File: config.mk
export PLATFORM = sky130hd
export DESIGN_NAME = instr_fetch_unit
export DESIGN_NICKNAME = d
export VERILOG_FILES = /design/src/rtl/instr_fetch_unit_pkg.sv /design/src/rtl/instr_fetch_unit_fifo.sv /design/src/rtl/instr_fetch_unit.sv
export SDC_FILE = /design/constraint.sdc
export NUM_CORES = 1
export LEC_CHECK = 0
export CORE_UTILIZATION = 30
export CTS_CLUSTER_DIAMETER = 40
export DETAILED_ROUTE_END_ITERATION = 10
export GPL_TIMING_DRIVEN = 0
export PLACE_DENSITY_LB_ADDON = 0.1
export SYNTH_ARGS = -nofsm -noshare
export SYNTH_HDL_FRONTEND = slang
export SYNTH_SLANG_ARGS = --single-unit
File: constraint.sdc
create_clock -name clk -period 3 [get_ports clk]
set_input_delay 0.6 -clock clk [delete_from_list [all_inputs] [get_ports clk]]
set_output_delay 0.6 -clock clk [all_outputs]
set_load 0.02 [all_outputs]
File: src/rtl/instr_fetch_unit_pkg.sv
// ============================================================================
// Module : instr_fetch_unit_pkg
// Brief  : Shared default widths and depth for the instruction prefetch stage.
// Rev    : 1.0  initial release
// ============================================================================
`default_nettype none

package instr_fetch_unit_pkg;
    localparam int unsigned c_instr_width  = 16;
    localparam int unsigned c_i_addr_width = 10;
    localparam int unsigned c_fetch_depth  = 4;
endpackage

`default_nettype wire

File: src/rtl/instr_fetch_unit_fifo.sv
// ============================================================================
// Module : fetch_fifo
// Brief  : Generic synchronous FIFO with push/pop/flush, count and registered head.
// Rev    : 1.0  initial release
// ============================================================================
`default_nettype none

module fetch_fifo
    import instr_fetch_unit_pkg::*;
#(
    parameter int unsigned WIDTH = c_instr_width + c_i_addr_width,
    parameter int unsigned DEPTH = c_fetch_depth,
    localparam int unsigned PTR_W = $clog2(DEPTH),
    localparam int unsigned CNT_W = PTR_W + 1
) (
    input  logic             clk,
    input  logic             reset,
    input  logic             push_i,
    input  logic [WIDTH-1:0] push_data_i,
    input  logic             pop_i,
    input  logic             flush_i,
    output logic             head_valid_o,
    output logic [WIDTH-1:0] head_data_o,
    output logic [CNT_W-1:0] count_o
);
    logic [WIDTH-1:0] mem_q [DEPTH];
    logic [PTR_W-1:0] rd_ptr_q, rd_ptr_d;
    logic [PTR_W-1:0] wr_ptr_q, wr_ptr_d;
    logic [CNT_W-1:0] count_q, count_d;
    logic [WIDTH-1:0] head_q, head_d;
    logic             w_pop;
    logic [CNT_W-1:0] w_remain;

    assign w_pop    = pop_i && (count_q != '0);
    assign w_remain = count_q - CNT_W'(w_pop);

    always_comb begin
        rd_ptr_d = rd_ptr_q;
        wr_ptr_d = wr_ptr_q;
        count_d  = count_q;
        head_d   = head_q;
        if (flush_i) begin
            rd_ptr_d = '0;
            wr_ptr_d = '0;
            count_d  = '0;
            head_d   = '0;
        end else begin
            rd_ptr_d = rd_ptr_q + PTR_W'(w_pop);
            wr_ptr_d = wr_ptr_q + PTR_W'(push_i);
            count_d  = w_remain + CNT_W'(push_i);
            // The head register looks ahead: a word pushed into an otherwise
            // empty queue bypasses storage and becomes the head directly.
            if (count_d == '0) begin
                head_d = '0;
            end else if (w_remain == '0) begin
                head_d = push_data_i;
            end else begin
                head_d = mem_q[rd_ptr_d];
            end
        end
    end

    always_ff @(posedge clk or posedge reset) begin
        if (reset) begin
            rd_ptr_q <= '0;
            wr_ptr_q <= '0;
            count_q  <= '0;
            head_q   <= '0;
        end else begin
            rd_ptr_q <= rd_ptr_d;
            wr_ptr_q <= wr_ptr_d;
            count_q  <= count_d;
            head_q   <= head_d;
        end
    end

    always_ff @(posedge clk) begin
        if (push_i && !flush_i) begin
            mem_q[wr_ptr_q] <= push_data_i;
        end
    end

    assign head_valid_o = (count_q != '0);
    assign head_data_o  = head_q;
    assign count_o      = count_q;
endmodule

`default_nettype wire

File: src/rtl/instr_fetch_unit.sv
// ============================================================================
// Module : instr_fetch_unit
// Brief  : ROM prefetch stage feeding PC-tagged instruction words to the control unit.
// Rev    : 1.0  initial release
// ============================================================================
`default_nettype none

module instr_fetch_unit
    import instr_fetch_unit_pkg::*;
#(
    parameter int unsigned INSTR_WIDTH  = c_instr_width,
    parameter int unsigned I_ADDR_WIDTH = c_i_addr_width,
    parameter int unsigned DEPTH        = c_fetch_depth,
    localparam int unsigned CNT_W = $clog2(DEPTH) + 1
) (
    input  logic                    clk,
    input  logic                    reset,
    output logic                    rom_req_o,
    output logic [I_ADDR_WIDTH-1:0] rom_addr_o,
    input  logic [INSTR_WIDTH-1:0]  rom_data_i,
    input  logic                    pc_load_i,
    input  logic [I_ADDR_WIDTH-1:0] pc_target_i,
    output logic                    instr_valid_o,
    output logic [INSTR_WIDTH-1:0]  instr_o,
    output logic [I_ADDR_WIDTH-1:0] instr_pc_o,
    input  logic                    instr_ready_i,
    output logic [CNT_W-1:0]        fifo_count_o
);
    localparam int unsigned ENTRY_W = I_ADDR_WIDTH + INSTR_WIDTH;
    localparam int unsigned OCC_W   = CNT_W + 1;
    localparam logic [OCC_W-1:0] c_depth = OCC_W'(DEPTH);

    logic [I_ADDR_WIDTH-1:0] fetch_pc_q, fetch_pc_d;
    logic [I_ADDR_WIDTH-1:0] issue_pc_q, issue_pc_d;
    logic                    inflight_q, inflight_d;
    logic                    w_pop;
    logic                    w_push;
    logic                    w_issue;
    logic [OCC_W-1:0]        w_occupancy;
    logic [ENTRY_W-1:0]      w_head;

    // A redirect overrides any pop and drops the response still in flight.
    assign w_pop  = instr_valid_o && instr_ready_i && !pc_load_i;
    assign w_push = inflight_q && !pc_load_i;

    // Slots are reserved at issue time so the capture never meets a full queue.
    assign w_occupancy = OCC_W'(fifo_count_o) + OCC_W'(inflight_q) - OCC_W'(w_pop);
    assign w_issue     = !reset && !pc_load_i && (w_occupancy < c_depth);

    always_comb begin
        fetch_pc_d = fetch_pc_q;
        issue_pc_d = issue_pc_q;
        inflight_d = w_issue;
        if (pc_load_i) begin
            fetch_pc_d = pc_target_i;
        end else if (w_issue) begin
            fetch_pc_d = fetch_pc_q + 1'b1;
            issue_pc_d = fetch_pc_q;
        end
    end

    always_ff @(posedge clk or posedge reset) begin
        if (reset) begin
            fetch_pc_q <= '0;
            issue_pc_q <= '0;
            inflight_q <= 1'b0;
        end else begin
            fetch_pc_q <= fetch_pc_d;
            issue_pc_q <= issue_pc_d;
            inflight_q <= inflight_d;
        end
    end

    fetch_fifo #(
        .WIDTH (ENTRY_W),
        .DEPTH (DEPTH)
    ) u_fifo (
        .clk          (clk),
        .reset        (reset),
        .push_i       (w_push),
        .push_data_i  ({issue_pc_q, rom_data_i}),
        .pop_i        (w_pop),
        .flush_i      (pc_load_i),
        .head_valid_o (instr_valid_o),
        .head_data_o  (w_head),
        .count_o      (fifo_count_o)
    );

    assign rom_req_o  = w_issue;
    assign rom_addr_o = fetch_pc_q;
    assign instr_pc_o = w_head[ENTRY_W-1:INSTR_WIDTH];
    assign instr_o    = w_head[INSTR_WIDTH-1:0];
endmodule

`default_nettype wire
# Word level (Yosys, flattened, before mapping)
# Memories as Yosys holds them, arrays and structs flattened.
# Index checks and enable logic that the tools add are counted.
# word_totals
regBits	54
ram_bits	104
input_bits	30
mem_count	1
# classes
add_sub_neg	7
order_cmp	1
n_mux	10
bitwise	1
n_reduce_logical	14
# memory_table
name	words	width	rd	rd_clocked_by_memory_dff	wr	line_no	source
u_fifo.mem_q	4	26	1	0	1	instr_fetch_unit_fifo.sv:26	logic [WIDTH-1:0] mem_q [DEPTH];
# op_table
cell	n
2-to-1 mux 26 bit	3
2-to-1 mux 10 bit	2
adder 10 x 1 -> 10 bit, second input constant	1
logical AND 1 bit	7
zero test 3 bit	2
adder 2 x 1 -> 2 bit	2
adder 3 x 1 -> 4 bit	1
less-than comparator 4 x 3 -> 1 bit, second input constant	1
2-to-1 mux 2 bit	2
subtractor 4 x 1 -> 4 bit	1
adder 3 x 1 -> 3 bit	1
2-to-1 mux 3 bit	1
nonzero test 3 bit	1
subtractor 3 x 1 -> 3 bit	1
zero test 1 bit	2
2-to-1 mux 1 bit	2
AND reduction 2 bit	1
nonzero test 2 bit	1
NOT 1 bit	1

# Longest topological paths before layout
# Gate-level depths: netlist (run 1).
# depth
depth_word	9
depth_mapped	15
ltp_nobuf	12

# Cells and area by module
# Synthesis (run 1) repeated with hierarchy kept, for this count alone.
# unflattened
cells_unflattened	391
area_unflattened_um2	6643.9
# modules_own_cells
mod	n_inst	cells_each	area_each_um2
fetch_fifo	1	288	5445.2
instr_fetch_unit	1	103	1198.6

# Least setup slack after synthesis (run 1)
# No wires, ideal clock.
# synth_path
kind	in2reg
from	input port pc_load_i
to	memory u_fifo.mem_q[0][0] (netlist bit), enable pin
setup_ps	447
arrival_ps	3053
required_ps	2553
path_slack_ps	-500
stages	3
n_path_buf	1
cell_sequence	clkbuf_1 -> nor2b_1 -> nor3b_1
# synth_via
elab_chain_cells	5
# synth_rtl
element	line_no	source
start, declared	instr_fetch_unit.sv:21	input logic pc_load_i,
zero test 1 bit (*)	instr_fetch_unit_fifo.sv:78, instr_fetch_unit.sv:44	
logical AND 1 bit	instr_fetch_unit.sv:44	assign w_push = inflight_q && !pc_load_i;
logical AND 1 bit (*)	instr_fetch_unit_fifo.sv:78	if (push_i && !flush_i) begin
2-to-1 mux 1 bit (*)	instr_fetch_unit_fifo.sv:78	
2-to-1 mux 1 bit (not written as such) (*)	instr_fetch_unit_fifo.sv:79	mem_q[wr_ptr_q] <= push_data_i;
end, declared	instr_fetch_unit_fifo.sv:26	
# Every way passes the cells marked *; elsewhere a longest branch is shown, timed or not.

# Worst setup path after layout (run 1)
# layout_path
from	register u_fifo.count_q[0], in the netlist u_fifo.count_o[0]
to	output port rom_req_o
# layout_via
elab_chain_cells	6
elab_cells_between_ends	7
# layout_rtl
element	line_no	source
start, declared	instr_fetch_unit_fifo.sv:29	logic [CNT_W-1:0] count_q, count_d;
start signal, assigned	instr_fetch_unit_fifo.sv:72	count_q <= count_d;
parallel branches: the longest is 3 deep, another holds adder 3 x 1 -> 4 bit	n/a	
subtractor 4 x 1 -> 4 bit (*)	instr_fetch_unit.sv:47	assign w_occupancy = OCC_W'(fifo_count_o) + OCC_W'(inflight_q) - OCC_W'(w_pop);
less-than comparator 4 x 3 -> 1 bit (*)	instr_fetch_unit.sv:48	assign w_issue = !reset && !pc_load_i && (w_occupancy < c_depth);
logical AND 1 bit (*)	instr_fetch_unit.sv:48	
end, declared	instr_fetch_unit.sv:18	output logic rom_req_o,
# Mark *: on every way between the ends.

==> results of run 1 <==
sequential cells by signal (all words and copies together) (netlist names):
register	count
u_fifo.count_o	3
issue_pc_q	10
inflight_q	1
u_fifo.head_data_o	26
u_fifo.rd_ptr_q	2
u_fifo.mem_q	104
u_fifo.wr_ptr_q	2
rom_addr_o	10
what timing repair did:
action / 4_1_cts / 5_1_grt
pin swaps: 7 / 7
resized for setup: 17 / 3
buffers inserted: 11 / 0
endpoints found under the setup margin: 48 / 1
endpoints found under the hold margin: 0 / 0
power breakdown:
group | internal [mW] | switching [mW]
logic | 0.252 | 0.308
clock network | 1.11 | 0.911
registers | 2.47 | 0.107
path summary, 6_finish.rpt:
check                           depth (start not counted)              start  slack [ps]                     end
max in group asynchronous                               3              reset        1690  u_fifo.head_data_o[15]
worst max-delay path                                   13  u_fifo.count_o[0]        -140               rom_req_o
worst max register to register                         11  u_fifo.count_o[2]         210  u_fifo.head_data_o[13]
worst min-delay path                                    0      issue_pc_q[4]         560     u_fifo.mem_q[3][20]
min in group asynchronous                               2              reset         700           rom_addr_o[9]
worst min register to register                          0      issue_pc_q[4]         560     u_fifo.mem_q[3][20]
per-layer routing:
layer | GRT usage (%) | part of all wire (%) | vias to the layer above
met4 | 7.767 | 1.9 | 0
met1 | 23.57 | 45 | 2646
li1 | - | - | 2455
met2 | 30.57 | 48 | 172
met5 | 0 | 0 | -
met3 | 2.946 | 4.8 | 31
placed cells by master, fill, tap and decap left out, types with 11 or more instances in the layout:
master           synthesis  final
buf_4                    1     11
clkbuf_16                0     18
edfxtp_1               104    104
clkbuf_1                24     25
nor2_1                  14     12
clkdlybuf4s50_1          0     67
nand3_1                 28     28
dfrtp_1                 54     52
inv_1                   36     33
and4_1                  25     25
a31oi_1                 51     51
o21ai_0                 12     12
o2111ai_1               26     26
nand2_1                 96     96
a32o_2                  25     25
cell families (layout without fill, tap and decap cells):
family	after synthesis	in the layout	synth area share [%]
AND/OR/NAND/NOR	186	186	13.17
flip-flops	158	158	61.88
AO/OA/AOI/OAI	135	135	14.80
buffers and inverters	83	199	5.382
XOR/XNOR	14	14	1.696
multiplexers	11	11	1.696
adder cells (fa/ha/maj)	8	8	1.384
layout make-up:
| cell class | count | area (um^2) | area share [%] |
|---|---|---|---|
| Inverter | 39 | 165.2 | 1.805 |
| Sequential cell | 158 | 4477 | 48.94 |
| Clock buffer | 20 | 457.9 | 5.006 |
| Timing Repair Buffer | 86 | 889.6 | 9.725 |
| Clock inverter | 12 | 83.83 | 0.9164 |
| Multi-Input combinational cell | 354 | 2440 | 26.67 |
| Buffer | 42 | 235.2 | 2.571 |
| Tap cell | 319 | 399.1 | 4.363 |
stage by stage:
stage	setup TNS [ps]	total power, mW	hold WS (ps)
floorplan	-15.86	2.881	491.3
global placement	-203460	3.150	521.8
global route	-275.3	5.366	593.5
finish	-135.7	5.159	562.3
detailed placement	-43470	3.170	552.8
CTS	-230.6	5.215	569.9
==> impl_results.md, run 1 <==
* Slew HR at 44.78%
* CTS Buf Count at 17
* Initial antenna violation count at 0
* Area of the mapped netlist at 7231 um^2
* Die width at 157.3 um
* First-pass GRT wire length at 33.35 mm
* Final Setup Violations at 1
* CP Buf/Inv Count at 6
* Die Y at 157.3 um
* Worst slew pin tran at 828.2 ps
* Final core occ at 38.86%
* MaxCap Viol Count at 0
* Peak supply drop at 0.2874 mV
* Via count of the routed design at 5304
* Max stage delay on crit path at 420 ps
* Pre-CTS setup slack at -1487 ps
* CP Cell Sequence: nor3_4 > inv_2 > nand2_4 > inv_12 > ha_4 > inv_4 > ha_4 > nand3b_1 > and4bb_2 > o21ai_4 > buf_6 > clkinvlp_4 > buf_6
* Post-Layout Cell Count at 1030
* IO Count at 71
* Most common cell in the netlist: edfxtp_1
* NumNets Final at 736
* Clock buffer depth at 2
* Fmax achieved at 0.3189 GHz
* Drt pass-1 iters at 4
* Fin area at 9148 um^2
* Commonest register cell after synthesis: edfxtp_1
* Row count at 56
* EDFF count, synth at 104
* Post-synth top cells: edfxtp_1 (104), nand2_1 (96), dfrtp_1 (54)
* Post-CTS Hold Buffers at 0
* CP Capture Type: primary output
* Tightest Hold Check Type: reg -> reg
* Later-pin clock latency in the skew report at 430 ps
* Critical Path RT at 2400 ps
* Cell taking the most area after synthesis: edfxtp_1
* Final period util at 104.5%
* Cell area power density at 564.0 nW/um^2
* DR WL/cell at 20.70 um
* DRT iter0 DRCs at 282
* Die area at 24730 um^2
* Placer Congestion at 0.7921
* Core Area at 23540 um^2
* CP delay by family, top: simple AND/OR/NAND/NOR gates
* Final Max Slew Viols at 0
* Largest net degree at the start of global routing at 36
* Worst setup margin at -135.7 ps
* Yosys warns at 0
* HPWL after DPL at 13.52 mm
* Fin. Hold Viols at 0
* RSZ-0062 raised after global routing: true
* Layout cells sized above 1 at 16.60%
* Drt via density at 5.150
* Net Count, Synth at 633
* Diodes inserted at 0
* # port buffers at 70
* Placed inst area at 8511 um^2
* Fillers at 2303
* Layout Area Growth over Synthesis at 26.51%
* Total gr overflow at 0
* Register bit count reported by yosys at 158
* Initial Util at 30.71%
* Failing checks: negative setup slack
* Drc violations at 0
* Clk_skew at 11.36 ps
* Final WL at 21.33 mm
* Yosys cell types at 52
* Depth of the CTS H-tree at 4
* Avg Cell Area, Syn at 12.15 um^2
* Min Clock Period, post-route at 3136 ps
* Slowest stage cell, crit path: dfrtp_2
* Placed cell count at 989
* Clock-pin slew on the worst setup and hold paths at 70 ps
* GR Util All Layers at 18.34%
* Crit Path Class: reg -> out
* Setup crit start kind: register
* Root Driver: clkbuf_16
* Critical Path AT at 2540 ps
* Share of the yosys chip area belonging to registers at 61.88%
* CP max FO at 2
* Clk sinks at 158
* CTS tree: built
* Vias in the first global route at 5688
* Synth top area cells: edfxtp_1 (43%), dfrtp_1 (19%), nand2_1 (5.0%)
* Status: finished, violations left
* Cells after Synth at 595
* Post-synth ARST share at 34.18%
* Top cell type's share of synthesized area at 43.19%
* Static leakage at 3.492 nW
* Post-DRT Antenna Nets at 0
Note: power is estimated with default switching activity, not from simulation.
==> inputs of run 2 (changes only) <==
- CTS_CLUSTER_SIZE: unset -> 25
==> results of run 2 <==
No change in the layout: final DEF, timing and power equal those of run 1.
==> inputs of run 3 (changes only) <==
- REMOVE_ABC_BUFFERS: unset -> 1
==> run 3 against run 2 <==
  * The flow still finishes with violations (negative setup slack)
  * Cell count is 1.7% lower
  * Utilization is 0.75 points higher
  * Global-route usage hardly changed
  * Final area is 1.9% higher
  * Sequential share of layout area is 0.93 points lower
  * Flip-flop and latch count stayed put
  * Clock skew is 2.5 ps lower
  * Combinational power is 8.8% higher
  * Non-clock buffer count is 26 lower
  * Worst hold slack worse by 16 ps
  * Clock-buffer cell count is 2 higher
  * Power is 4.8% higher
  * Critical endpoint unchanged
==> impl_results.md, run 3 (synthesis results as in run 1) <==
* CP delay by family, top: simple AND/OR/NAND/NOR gates
* GR Util All Layers at 18.33% (about the same)
* FF-to-FF End: u_fifo.head_data_o[20]
* Clk sinks at 158 (unchanged)
* Row count at 56 (unchanged)
* Post-CTS Hold Buffers at 0 (unchanged)
* Drc violations at 0 (unchanged)
* Clock buffer depth at 2 (unchanged)
* # port buffers at 70 (unchanged)
* Die width at 157.3 um (unchanged)
* FF-to-FF Start: u_fifo.count_o[1]
* Fmax achieved at 0.3185 GHz (-0.14%)
* Slowest stage cell, crit path: dfrtp_2
* Total gr overflow at 0 (unchanged)
* Layout cells sized above 1 at 18.76% (+2.2 points)
* Initial antenna violation count at 0 (unchanged)
* Final Max Slew Viols at 0 (unchanged)
* Clk_skew at 8.902 ps (-2.459 ps)
* Hold-critical path endpoint: u_fifo.mem_q[1][21]
* Die area at 24730 um^2 (unchanged)
* Commonest cells after routing, fill and taps aside: edfxtp_1 (104), nand2_1 (96), clkdlybuf4s50_1 (67)
* Crit Path Class: reg -> out
* Later-pin clock latency in the skew report at 430 ps (about the same)
* R2R depth at 10 (-1)
* Max reg flops at 104 (unchanged)
* Critical Path AT at 2540 ps (about the same)
* CTS Buf Count at 17 (unchanged)
* Diodes inserted at 0 (unchanged)
* Multi-input gate area at 2535 um^2 (+3.9%)
* Hold Startpoint: issue_pc_q[5]
* Tightest Hold Check Type: reg -> reg
* Root Driver: clkbuf_16
* CP Buf/Inv Count at 5 (-1)
* Setup crit start kind: register
* HPWL after DPL at 11.28 mm (-17%)
* IO Count at 71 (unchanged)
* Worst slew pin tran at 1141 ps (+312.5 ps)
* Largest net degree at the start of global routing at 35 (-2.8%)
* CP Cell Sequence: nor3_4 > bufinv_16 > nand2_8 > inv_16 > ha_4 > inv_4 > ha_4 > nand3b_1 > and4bb_4 > o21ai_4 > inv_2 > buf_6
* Most common cell after layout, fill and taps aside: edfxtp_1
* Max stage delay on crit path at 430 ps (about the same)
* Clock-pin slew on the worst setup and hold paths at 60 ps (about the same)
* Sequential Area at 4477 um^2 (unchanged)
* Power Total at 5.406 mW (+4.8%)
* DRT iter0 DRCs at 442 (+57%)
* Final Setup Violations at 1 (unchanged)
* Drt pass-1 iters at 4 (unchanged)
* Worst setup margin at -140.0 ps (-4.284 ps)
* CP Capture Type: primary output
* Min Clock Period, post-route at 3140 ps (+4.284 ps)
* Depth of the CTS H-tree at 4 (unchanged)
* Placer Congestion at 0.7602 (-4.0%)
* Peak supply drop at 0.3340 mV (+16%)
* Die Y at 157.3 um (unchanged)
* Slew HR at 23.48% (-21 points)
* Fin Hold WS at 546.0 ps (-16.33 ps)
* Most common cell on crit path: ha_4
* CTS tree: built
* Static leakage at 3.540 nW (+1.4%)
* Cell area power density at 579.8 nW/um^2 (+2.8%)
* First-pass GRT wire length at 32.55 mm (-2.4%)
* Fillers at 2265 (-1.7%)
* Initial Util at 30.71% (unchanged)
* Core Area at 23540 um^2 (unchanged)
* Layout Area Growth over Synthesis at 28.95%
* Hold Path Depth at 0 (unchanged)
* Worst reg-to-reg setup slack at 200 ps (about the same)
* CP max FO at 2 (unchanged)
* NumNets Final at 718 (-2.4%)
* Top reg by flops: u_fifo.mem_q
* Critical Path RT at 2400 ps (about the same)
* Final WL at 22.80 mm (+6.9%)
* Vias in the first global route at 5378 (-5.5%)
* Post-DRT Antenna Nets at 0 (unchanged)
* Final period util at 104.7% (+0.14 points)
* Via count of the routed design at 5426 (+2.3%)
* DR WL/cell at 22.53 um (+8.8%)
* Failing checks: negative setup slack
* Status: finished, violations left
* RSZ-0062 raised after global routing: true
* Fin. Hold Viols at 0 (unchanged)
* Drt via density at 5.362 (+4.1%)
* MaxCap Viol Count at 0 (unchanged)
## run 3: cell type report
cell class              instances  share of cell area (%)
repair inverters                3                  0.2818
clock buffers                  22                   4.979
inverters                      39                   2.053
multi-input cells             359                   27.19
repair buffers                102                   11.70
well taps                     319                   4.281
clock inverters                10                   1.503
flip-flops and latches        158                   48.01
## run 3: report_power, final
group | internal, mW | total [mW] | switching, mW
Clock | 1.35 | 2.22 | 0.871
Sequential | 2.47 | 2.57 | 0.105
Combinational | 0.273 | 0.609 | 0.336
## run 3: timing repair
item | CTS | global route
pin swaps | 8 | 5
buffers inserted | 16 | 6
endpoints found under the hold margin | 0 | 0
endpoints found under the setup margin | 115 | 6
cloned | 6 | 2
resized for setup | 35 | 5
## run 3: how the worst max path moves through the flow
stage / start / to / slack, ps / cells past startpoint
CTS: u_fifo.count_o[0] / rom_req_o / -160 / 12
floorplan: instr_ready_i / rom_req_o / -1110 / 10
detailed placement: pc_load_i / rom_req_o / -4090 / 12
global route: u_fifo.count_o[2] / rom_req_o / -270 / 12
global placement: pc_load_i / rom_req_o / -4690 / 12
finish: u_fifo.count_o[2] / rom_req_o / -140 / 12
## run 3: worst reg2reg max path, cell delays in order, from the launching register on
cell and delay [ps]:
dfrtp_1 410, buf_4 150, inv_1 140, a211oi_2 100
a21o_2 290, ha_1 230, ha_1 190, xor2_1 170
a21o_2 300, o21ba_4 460, a32o_2 280
## run 3: per-stage QoR
step / setup slack, ps / instance area, um^2 / instances / utilization (%) / setup TNS (ps)
floorplan: -1108 / 6990 / 551 / - / -21480
global placement: -4689 / 8090 / 940 / 34.36 / -421550
detailed placement: -4091 / 8339 / 950 / 35.42 / -182740
CTS: -156.4 / 9241 / 1004 / 39.25 / -156.4
global route: -268.0 / 9324 / 1012 / 39.60 / -268.0
finish: -140.0 / 9324 / 1012 / 39.60 / -140.0
## run 3: per-layer routing
| metal | track usage [%] | part of all wire (%) | wire, um | vias up |
|---|---|---|---|---|
| met1 | 23.99 | 45 | 10160 | 2726 |
| met4 | 6.565 | 1.5 | 349 | 0 |
| li1 | - | - | - | 2430 |
| met2 | 29.60 | 47 | 10610 | 248 |
| met3 | 4.213 | 7.4 | 1677 | 22 |
| met5 | 0 | 0 | 0 | - |
